==> config.mk <==
export PLATFORM = sky130hd
export DESIGN_NAME = dsp_slice_mac_sequencer
export DESIGN_NICKNAME = d
export VERILOG_FILES = /design/src/rtl/dsp_seq_pkg.sv /design/src/rtl/dsp_seq_ctrl_pipe.sv /design/src/rtl/dsp_slice_mac_sequencer.sv
export SDC_FILE = /design/constraint.sdc
export NUM_CORES = 1
export LEC_CHECK = 0
export ABC_AREA = 1
export BUFFER_PORTS_ARGS = -buffer_cell sky130_fd_sc_hd__buf_2
export CAP_MARGIN = 20
export CORE_MARGIN = 5
export CORE_UTILIZATION = 49
export CTS_CLUSTER_DIAMETER = 150
export DETAILED_ROUTE_END_ITERATION = 10
export GPL_ROUTABILITY_DRIVEN = 0
export GPL_TIMING_DRIVEN = 0
export HOLD_SLACK_MARGIN = 0.08
export PLACE_DENSITY_LB_ADDON = 0.2
export SLEW_MARGIN = 20
export SYNTH_ARGS = -nofsm -noshare
export SYNTH_HDL_FRONTEND = slang
export SYNTH_SLANG_ARGS = --single-unit
==> constraint.sdc <==
create_clock -name clk -period 1.74 [get_ports clk]
set_input_delay 0.348 -clock clk [delete_from_list [all_inputs] [get_ports clk]]
set_output_delay 0.348 -clock clk [all_outputs]
set_load 0.005 [all_outputs]
==> src/rtl/dsp_seq_pkg.sv <==
// Purpose : shared types and pipeline constants for the dsp_slice MAC sequencer.
// Latency : n/a (package only).
// Backpressure: n/a (package only).
package dsp_seq_pkg;

  typedef enum logic [1:0] {
    ST_IDLE,
    ST_STREAM,
    ST_DRAIN,
    ST_HOLD
  } seq_state_t;

  // Mode tag carried alongside each issued operand slot.
  typedef enum logic [1:0] {
    TAG_NONE,
    TAG_MUL,
    TAG_ACC
  } slot_tag_t;

  // Slot -> mode bits at the slice, and slot -> result capture.
  localparam int CTRL_DELAY    = 2;
  localparam int CAPTURE_DELAY = 3;

endpackage

==> src/rtl/dsp_seq_ctrl_pipe.sv <==
// Purpose : delay line aligning slot tags and the "last" flag with the slice pipeline.
// Latency : tag out TAG_DEPTH cycles after slot, last out LAST_DEPTH cycles after slot.
// Backpressure: none; shifts every cycle (the slice has no hold mode).
// Ports   : clk, rst_n (async active-low clear), i_tag/i_last (slot in),
//           o_tag/o_last (delayed). Both depths must be >= 2.
module dsp_seq_ctrl_pipe
  import dsp_seq_pkg::*;
#(
  parameter int TAG_DEPTH  = CTRL_DELAY,
  parameter int LAST_DEPTH = CAPTURE_DELAY
) (
  input  logic      clk,
  input  logic      rst_n,
  input  slot_tag_t i_tag,
  input  logic      i_last,
  output slot_tag_t o_tag,
  output logic      o_last
);

  slot_tag_t             r_tag [TAG_DEPTH];
  logic [LAST_DEPTH-1:0] r_last;

  always_ff @(posedge clk or negedge rst_n) begin
    if (!rst_n) begin
      for (int i = 0; i < TAG_DEPTH; i++) r_tag[i] <= TAG_NONE;
      r_last <= '0;
    end else begin
      r_tag[0] <= i_tag;
      for (int i = 1; i < TAG_DEPTH; i++) r_tag[i] <= r_tag[i-1];
      r_last <= {r_last[LAST_DEPTH-2:0], i_last};
    end
  end

  assign o_tag  = r_tag[TAG_DEPTH-1];
  assign o_last = r_last[LAST_DEPTH-1];

endmodule

==> src/rtl/dsp_slice_mac_sequencer.sv <==
// Purpose : drives one int8 dsp_slice through a dot product and returns the sum.
// Latency : last operand accepted in cycle t -> res_valid in t+4; cmd_len=0 -> next cycle.
// Backpressure: one command in flight; cmd_ready held low until the result is consumed.
// Ports   : cmd_* (valid/ready command with pair count), op_* (valid/ready operand
//           pairs), res_* (valid/ready result), slice_* (to/from the dsp_slice), busy.
module dsp_slice_mac_sequencer
  import dsp_seq_pkg::*;
#(
  parameter int DWIDTH = 8,
  parameter int LEN_W  = 8
) (
  input  logic              clk,
  input  logic              reset,
  input  logic              cmd_valid,
  output logic              cmd_ready,
  input  logic [LEN_W-1:0]  cmd_len,
  input  logic              op_valid,
  output logic              op_ready,
  input  logic [DWIDTH-1:0] op_a,
  input  logic [DWIDTH-1:0] op_b,
  output logic              res_valid,
  input  logic              res_ready,
  output logic [DWIDTH-1:0] res_data,
  output logic [DWIDTH-1:0] slice_ax,
  output logic [DWIDTH-1:0] slice_ay,
  output logic [DWIDTH-1:0] slice_az,
  output logic              slice_carry_in,
  output logic              slice_multiply,
  output logic              slice_accumulate,
  input  logic [DWIDTH-1:0] slice_result,
  output logic              busy
);

  seq_state_t        r_state;
  logic              r_alive;      // low until the first clock after reset release
  logic [LEN_W-1:0]  r_remaining;
  logic              r_first;
  logic [DWIDTH-1:0] r_res_data;
  logic [DWIDTH-1:0] r_ay;
  logic [DWIDTH-1:0] r_az;

  logic      w_cmd_acc;
  logic      w_op_acc;
  logic      w_last;
  slot_tag_t w_tag;
  slot_tag_t w_ctrl_tag;
  logic      w_cap_last;

  assign cmd_ready = r_alive && (r_state == ST_IDLE);
  assign op_ready  = (r_state == ST_STREAM);
  assign res_valid = (r_state == ST_HOLD);
  assign busy      = (r_state != ST_IDLE);
  assign res_data  = r_res_data;

  assign w_cmd_acc = cmd_valid && cmd_ready;
  assign w_op_acc  = op_valid && op_ready;
  assign w_last    = w_op_acc && (r_remaining == LEN_W'(1));

  // Every STREAM slot that is not the first pair is ACC, bubbles included:
  // a bubble issues zero operands, so adding its product leaves the sum intact.
  always_comb begin
    w_tag = TAG_NONE;
    if (r_state == ST_STREAM) begin
      w_tag = (w_op_acc && r_first) ? TAG_MUL : TAG_ACC;
    end
  end

  dsp_seq_ctrl_pipe #(
    .TAG_DEPTH  (CTRL_DELAY),
    .LAST_DEPTH (CAPTURE_DELAY)
  ) u_ctrl_pipe (
    .clk    (clk),
    .rst_n  (reset),
    .i_tag  (w_tag),
    .i_last (w_last),
    .o_tag  (w_ctrl_tag),
    .o_last (w_cap_last)
  );

  assign slice_ax         = '0;
  assign slice_carry_in   = 1'b0;
  assign slice_ay         = r_ay;
  assign slice_az         = r_az;
  assign slice_multiply   = (w_ctrl_tag == TAG_MUL);
  assign slice_accumulate = (w_ctrl_tag == TAG_ACC);

  always_ff @(posedge clk or negedge reset) begin
    if (!reset) begin
      r_state     <= ST_IDLE;
      r_alive     <= 1'b0;
      r_remaining <= '0;
      r_first     <= 1'b0;
      r_res_data  <= '0;
      r_ay        <= '0;
      r_az        <= '0;
    end else begin
      r_alive <= 1'b1;
      r_ay    <= w_op_acc ? op_a : '0;
      r_az    <= w_op_acc ? op_b : '0;
      case (r_state)
        ST_IDLE: begin
          if (w_cmd_acc) begin
            if (cmd_len == '0) begin
              r_res_data <= '0;
              r_state    <= ST_HOLD;
            end else begin
              r_remaining <= cmd_len;
              r_first     <= 1'b1;
              r_state     <= ST_STREAM;
            end
          end
        end
        ST_STREAM: begin
          if (w_op_acc) begin
            r_remaining <= r_remaining - LEN_W'(1);
            r_first     <= 1'b0;
            if (w_last) r_state <= ST_DRAIN;
          end
        end
        ST_DRAIN: begin
          // Last slot's sum is on slice_result exactly when its flag emerges.
          if (w_cap_last) begin
            r_res_data <= slice_result;
            r_state    <= ST_HOLD;
          end
        end
        ST_HOLD: begin
          if (res_ready) r_state <= ST_IDLE;
        end
        default: r_state <= ST_IDLE;
      endcase
    end
  end

endmodule

After elaboration in Yosys (flattened, before gate mapping) --
Cells that the tools add are included. Widths: inputs -> output; s select.
Cells by class: $add $sub $neg 1, equality and inequality tests 13, multiplexer cells 23, reductions and logical operators 13
Operator list (number):
- $mux 8 | 8
- $pmux 8 s2 | 2
- $mux 2 | 8
- $ne 2x1->1 const B | 5
- $eq 8x1->1 const B | 1
- $logic_not 8->1 | 1
- $pmux 2 s4 | 1
- $reduce_and 4->1 | 2
- $sub 8x1->8 const B | 1
- $eq 2x2->1 const B | 3
- $reduce_bool 2->1 | 3
- $logic_and 1x1->1 | 5
- $reduce_and 5->1 | 1
- $eq 2x1->1 const B | 2
- $ne 2x2->1 const B | 2
- $mux 1 | 3
- $logic_not 2->1 | 1
- $pmux 1 s2 | 1
Word-level totals: register bits after elaboration 43, output and inout bits 39, logic and storage cells 60

Depth between registers and ports, before layout --
Gate-level depths: netlist of the first run.
depth after elaboration 6, mapped depth 10

Modules after synthesis --
A second synthesis of the first run with hierarchy kept.
Unflattened totals: cells, all modules 260, area total of the unflattened synthesis 2077.0 um^2
By module, submodules not included:
- dsp_slice_mac_sequencer | times used 1, cells an instance 251, area an instance 1886.8 um^2, sequential area each 900.9 um^2
- dsp_seq_ctrl_pipe | times used 1, cells an instance 9, area an instance 190.2 um^2, sequential area each 175.2 um^2

Worst setup path after synthesis of the first run --
No wires, ideal clock.
path type register to register, start reg r_state[1], end reg r_state[0], library setup time 0.117 ns, data arrival time 1.313 ns, required time 1.623 ns, setup slack 0.310 ns, stages on the path, launching flop included 9, buffers on the path 1, cell sequence dfrtp_1 > inv_1 > ha_1 > buf_2 > nand4_1 > o21ai_1 > nand2_1 > nand2_1 > nand2_1
Between the ends: longest elaborated chain between the ends 5, elaborated cells on any way between the ends 15
Ends and longest elaborated chain:
- from (decl) | RTL line dsp_slice_mac_sequencer.sv:34 | seq_state_t r_state;
- from (signal assigned) | RTL line dsp_slice_mac_sequencer.sv:89 | r_state <= ST_IDLE;
- from (signal assigned) | RTL line dsp_slice_mac_sequencer.sv:105 | r_state <= ST_HOLD;
- from (signal assigned) | RTL line dsp_slice_mac_sequencer.sv:109 | r_state <= ST_STREAM;
- $eq 2x1->1 * | RTL line dsp_slice_mac_sequencer.sv:50 | assign op_ready = (r_state == ST_STREAM);
- net op_ready | RTL line dsp_slice_mac_sequencer.sv:18 | output logic op_ready,
- $logic_and 1x1->1 | RTL line dsp_slice_mac_sequencer.sv:56 | assign w_op_acc = op_valid && op_ready;
- $logic_and 1x1->1 | RTL line dsp_slice_mac_sequencer.sv:57 | assign w_last = w_op_acc && (r_remaining == LEN_W'(1));
- $ne 2x1->1 (no line)
- $reduce_and 5->1 (no line)
The timed path passes the listed nets; every way through them passes the cells marked *. A chain may end at the register's enable or synchronous reset.

Final worst setup path of the first run --
start reg r_state[0], end out busy
Between the ends: longest elaborated chain between the ends 1
Ends and longest elaborated chain:
- $reduce_bool 2->1 | RTL line dsp_slice_mac_sequencer.sv:52 | assign busy = (r_state != ST_IDLE);
- to (decl) | RTL line dsp_slice_mac_sequencer.sv:31 | output logic busy
Every way passes these cells.

==> impl_metrics.yaml, run 1 <==
global_routing:
  grt_use_total: 0.1729
  initial_antenna_violation_count: 0
  grt_pass1_vias: 1664
  grt_pass1_wl_um: 7341
  grt.overflow.total: 0
  pin_count_of_the_biggest_net_entering_global_routing: 44
worst_setup_path:
  cp-start-kind: "register"
  critical_path.cell_chain: "inv_1 -> ha_2 -> inv_1 -> buf_2"
  critPathCaptureType: "output pin"
  worst-endpoint-required_ps: 1390
  critPathTopFamily: "flip-flops"
  cp.arrival_ps: 1310
  critPathSlowestCell: "dfrtp_1"
  crit_path_frequent_cell: "inv_1"
  timing.critical_path.slowest_cell_delay_ps: 420
  biggest_fanout_along_the_worst_timing_path: 5
  worstPathBufferInverterCount: 3
  crit_path_class: "register to output pin"
cts:
  tritoncts_clock_tree: "done"
  max-clock-path-buffers: 2
  cts_root_buf: "clkbuf_8"
  cts_made_buffers: 5
  clk_pin_slew_ps: 70
  cts_sinks: 43
  clk_latency_ps: 290
  clock_tree.htree_level_count: 2
floorplan:
  floorplan.die.width_um: 74.54
  rows: 23
  design.die.area_um2: 5555
  fp.dieH_um: 74.54
  floorplan.core_area_um2: 4029
  floorplan.initialDensity: 0.5065
  ioPinCount: 76
yosys:
  synthesis_warning_total: 0
  ys_seq_area_frac: 0.5273
  syn-cell-area_um2: 2041
  cells_after_synth: 258
  synth_seq_cells: 43
  synth.avg_cell_area_um2: 7.910
  yosys.cell_types.count: 19
timing:
  maxClockFrequency_mhz: 602.1
  post-route-period-util: 0.9545
  post-route-min-period_ps: 1661
  report.final.slew_viol_count: 0
  worst_slew_margin_rel: 0.3848
  holdWs_ps: 187.9
  final_hold_violation_count: 0
  layout_setup_ws_ps: 79.08
  fin_skew_ps: 4.673
  setup_violations: 0
  worstMarginPinSlew_ps: 922.8
  rsz0062_at_grt: "yes"
cells_and_area:
  final_util: 0.6509
  layout-drive-gt1-share: 0.2794
  layout.area.seq_um2: 1076
  flow.area_growth_from_synthesis_pct: 28.51
  fin_cells: 390
  final_cell_mix: "nand2_1, buf_2, dfrtp_1, inv_1, nor2_1"
  fillerInstances: 360
  antenna_cells_inserted: 0
  multi_input_comb_area_um2: 788.3
  finalNetCount: 382
  layout_commonest_cell: "nand2_1"
drt:
  route.detailed.wl_per_inst_um: 11.53
  drt_wl_total_um: 4497
  drt-initial-drc-count: 70
  total_number_of_vias: 1778
  detail_route.drc_violations: 0
  drt-vias-per-instance: 4.559
  firstDrtPassIters: 4
  post_route_antenna_net_violation_count: 0
job:
  maxCapViolations: 0
placed_design:
  place.detailed.instances: 382
  dp_hpwl_um: 3333
  place.port_buffers: 66
  preCtsSetupSlack_ps: 49.76
pwr:
  power_leakage_nw: 1.591
  cellPowerDensity_nw_per_um2: 1598
  ir_worst_vdd_mv: 0.8222
outcome:
  outcome: "finished clean"
min_path:
  hp-class: "input port to async pin"
[layer usage]
| layer | global-route usage | up-vias | share of wire |
|---|---|---|---|
| li1 | - | 916 | - |
| met1 | 0.2268 | 803 | 0.43 |
| met2 | 0.2761 | 53 | 0.48 |
| met3 | 0.05541 | 6 | 0.078 |
| met4 | 0.04941 | 0 | 0.010 |
| met5 | 0 | - | 0 |
[cell families (layout without fill, tap and decap cells)]
family                   count (synthesis)  count (layout)  synth area share
AO/OA/AOI/OAI                           18              18           0.05212
AND/OR/NAND/NOR                        138             138            0.2679
flip-flops                              43              43            0.5273
adder cells (fa/ha/maj)                  6               6           0.03679
other                                    2              10          0.003680
buffers and inverters                   51             125            0.1122
[Yosys cell counts (all sizes together)]
cell type	n	area, um^2
nand2	90	342.8
dfrtp	43	1076
inv	38	142.6
nor2	35	131.4
o21ai	16	91.34
buf	12	82.57
nand3	11	60.06
ha	6	75.07
conb	2	7.510
nand4	2	12.51
a21oi	1	8.760
clkbuf	1	3.750
o22ai	1	6.260
[where the power goes]
group / switching [W] / leakage, nW / total [W] / internal (W)
logic: 0.00113 / 0.956 / 0.00179 / 0.000662
clock network: 0.000334 / 0.0654 / 0.000907 / 0.000574
registers: 0.000191 / 0.570 / 0.00149 / 0.00130
[state kept, by name, indices dropped and copies added, names as in the netlist]
name,count
slice_ay,8
u_ctrl_pipe.r_tag,2
r_alive,1
res_data,8
u_ctrl_pipe.r_last,3
slice_az,8
r_first,1
r_state,2
u_ctrl_pipe.o_tag,2
r_remaining,8
[timing repair]
item	4_1_cts	5_1_grt
hold buffers	0	0
setup buffers	0	0
endpoints found under the setup margin	0	13
gates resized for setup	0	9
endpoints found under the hold margin	0	0
[cell type report]
| class | count | area share |
|---|---|---|
| buffer | 13 | 0.03435 |
| clock buffer | 6 | 0.02767 |
| clock inverter | 2 | 0.02290 |
| inverter | 38 | 0.05439 |
| multi-input combinational | 172 | 0.3006 |
| sequential | 43 | 0.4103 |
| tap | 50 | 0.02385 |
| timing repair buffer | 66 | 0.1260 |
[through the flow]
stage	power, W	setup TNS [ps]	cell area (um^2)
global placement	0.003171	0	2464
CTS	0.004156	0	2596
floorplan	0.002651	0	2071
detailed placement	0.003221	0	2464
global route	0.004557	-20.44	2623
finish	0.004192	0	2623
[final timing paths]
kind	depth (start not counted)	start	end	slack, ps
min in group clk	3	op_a[2]	slice_ay[2]	250
worst min-delay path	1	reset	r_alive	190
worst min register to register	0	u_ctrl_pipe.r_last[1]	u_ctrl_pipe.r_last[2]	350
worst max-delay path	4	r_state[0]	busy	80
max in group asynchronous	1	reset	u_ctrl_pipe.r_last[0]	980
worst max register to register	6	r_state[1]	slice_ay[5]	170
No activity file was read; power rests on OpenSTA's default activity.
==> run 2: changes to the inputs <==
--- a/config.mk
+++ b/config.mk
@@ -9,7 +9,8 @@
 export BUFFER_PORTS_ARGS = -buffer_cell sky130_fd_sc_hd__buf_2
 export CAP_MARGIN = 20
 export CORE_MARGIN = 5
-export CORE_UTILIZATION = 49
+export CORE_UTILIZATION = 51
+export CTS_BUF_LIST = sky130_fd_sc_hd__clkbuf_4 sky130_fd_sc_hd__clkbuf_8
 export CTS_CLUSTER_DIAMETER = 150
 export DETAILED_ROUTE_END_ITERATION = 10
 export GPL_ROUTABILITY_DRIVEN = 0
==> run 2 against run 1 <==
  * Power fell by 7.7%
  * Register-to-register slack got worse by 20 ps
  * Worst hold slack improved by 2.2 ps
  * Utilization rose by 0.25 points
  * Critical path type unchanged
  * Critical endpoint unchanged
==> impl_metrics.yaml, run 2 (synthesis gave the netlist of run 1 again) <==
worst_setup_path:
  critPathTopFamily: "flip-flops"
  cp.arrival_ps: 1310
  crit_path_class: "register to output pin"
  timing.critical_path.slowest_cell_delay_ps: 430
  cp-start-kind: "register"
  critPathCaptureType: "output pin"
  biggest_fanout_along_the_worst_timing_path: 5
  worstPathBufferInverterCount: 3
  critical_path.cell_chain: "inv_1 -> ha_2 -> inv_1 -> buf_2"
  critPathSlowestCell: "dfrtp_1"
  worst-endpoint-required_ps: 1390
  crit_path_frequent_cell: "inv_1"
timing:
  setup_violations: 0
  holdWs_ps: 190.0
  post-route-period-util: 0.9545
  report.final.slew_viol_count: 0
  final_hold_violation_count: 0
  maxClockFrequency_mhz: 602.1
  worstMarginPinSlew_ps: 925.3
  worst_slew_margin_rel: 0.3831
  rsz0062_at_grt: "yes"
  fin_skew_ps: 4.303
  post-route-min-period_ps: 1661
cts:
  cts_made_buffers: 5
  number_of_buffers_inserted_by_hold_repair_at_cts: 0
  clk_pin_slew_ps: 80
  tritoncts_clock_tree: "done"
  cts_root_buf: "clkbuf_8"
  cts_repair_resize_count: 0
  postCtsSetupBuffers: 0
  cts_sinks: 43
  clk_latency_ps: 290
  clock_tree.htree_level_count: 2
  max-clock-path-buffers: 2
floorplan:
  fp.dieH_um: 73.26
  floorplan.initialDensity: 0.5176
  rows: 23
  design.die.area_um2: 5366
  ioPinCount: 76
  floorplan.die.width_um: 73.26
  floorplan.core_area_um2: 3943
placed_design:
  dp_hpwl_um: 3225
  place.port_buffers: 66
  place.detailed.instances: 382
cells_and_area:
  layout_commonest_cell: "nand2_1"
  multi_input_comb_area_um2: 783.3
  fillerInstances: 359
  flow.area_growth_from_synthesis_pct: 26.24
  finalNetCount: 382
  layout.area.seq_um2: 1076
  layout-drive-gt1-share: 0.2824
  final_cell_mix: "nand2_1, buf_2, dfrtp_1, inv_1, nor2_1"
  antenna_cells_inserted: 0
  final_util: 0.6534
  fin_cells: 390
drt:
  detail_route.drc_violations: 0
  drt-vias-per-instance: 4.518
  drt-initial-drc-count: 56
  firstDrtPassIters: 4
  total_number_of_vias: 1762
  post_route_antenna_net_violation_count: 0
  drt_wl_total_um: 4279
  route.detailed.wl_per_inst_um: 10.97
pwr:
  power_leakage_nw: 1.565
  cellPowerDensity_nw_per_um2: 1502
  ir_worst_vdd_mv: 0.7981
outcome:
  outcome: "finished clean"
job:
  maxCapViolations: 0
global_routing:
  pin_count_of_the_biggest_net_entering_global_routing: 44
  grt_pass1_wl_um: 6831
  grt_pass1_vias: 1595
  initial_antenna_violation_count: 0
  grt_use_total: 0.1640
  grt.overflow.total: 0
min_path:
  hp-class: "input port to async pin"
[run 2: changes by cell type in the layout (fill, tap and decap cells not counted), sizes merged]
cell / delta
clkbuf: +2
buf: -2
clkinv: +1
clkinvlp: +1
bufinv: -2
[run 2: worst paths after layout]
path | startpoint | end | slack, ps | depth (start not counted)
worst max-delay path | r_state[0] | busy | 80 | 4
worst min-delay path | reset | res_data[5] | 190 | 1
worst max register to register | r_state[1] | slice_az[3] | 150 | 6
worst min register to register | u_ctrl_pipe.r_last[1] | u_ctrl_pipe.r_last[2] | 350 | 0
max in group asynchronous | reset | r_remaining[0] | 970 | 1
min in group clk | op_a[6] | slice_ay[6] | 250 | 3
[run 2: metal layers]
metal	global-route usage	part of all wire
met3	0.03557	0.074
met1	0.2123	0.42
met4	0.06762	0.015
met5	0	0
met2	0.2661	0.49
[run 2: power breakdown]
group	internal, W	switching, W
Combinational	0.000657	0.00111
Sequential	0.00130	0.000182
Clock	0.000296	0.000326
Total	0.00225	0.00161
[run 2: final cells by class]
cell class | count | share of cell area
plain buffers | 13 | 0.03594
clock buffers | 6 | 0.02963
clock inverters | 2 | 0.004857
inverters | 38 | 0.05537
multi-input cells | 172 | 0.3040
flip-flops and latches | 43 | 0.4177
well taps | 50 | 0.02428
repair buffers | 66 | 0.1282
[run 2: per-stage QoR]
stage	setup WS, ps	TNS [ps]	cell area (um^2)	power (W)
6_report	79.09	0	2576	0.003868
5_1_grt	-13.90	-27.33	2576	0.004230
4_1_cts	14.39	0	2552	0.003845
3_5_place_dp	52.69	0	2464	0.003213
3_3_place_gp	84.46	0	2464	0.003172
2_1_floorplan	310.1	0	2071	0.002651
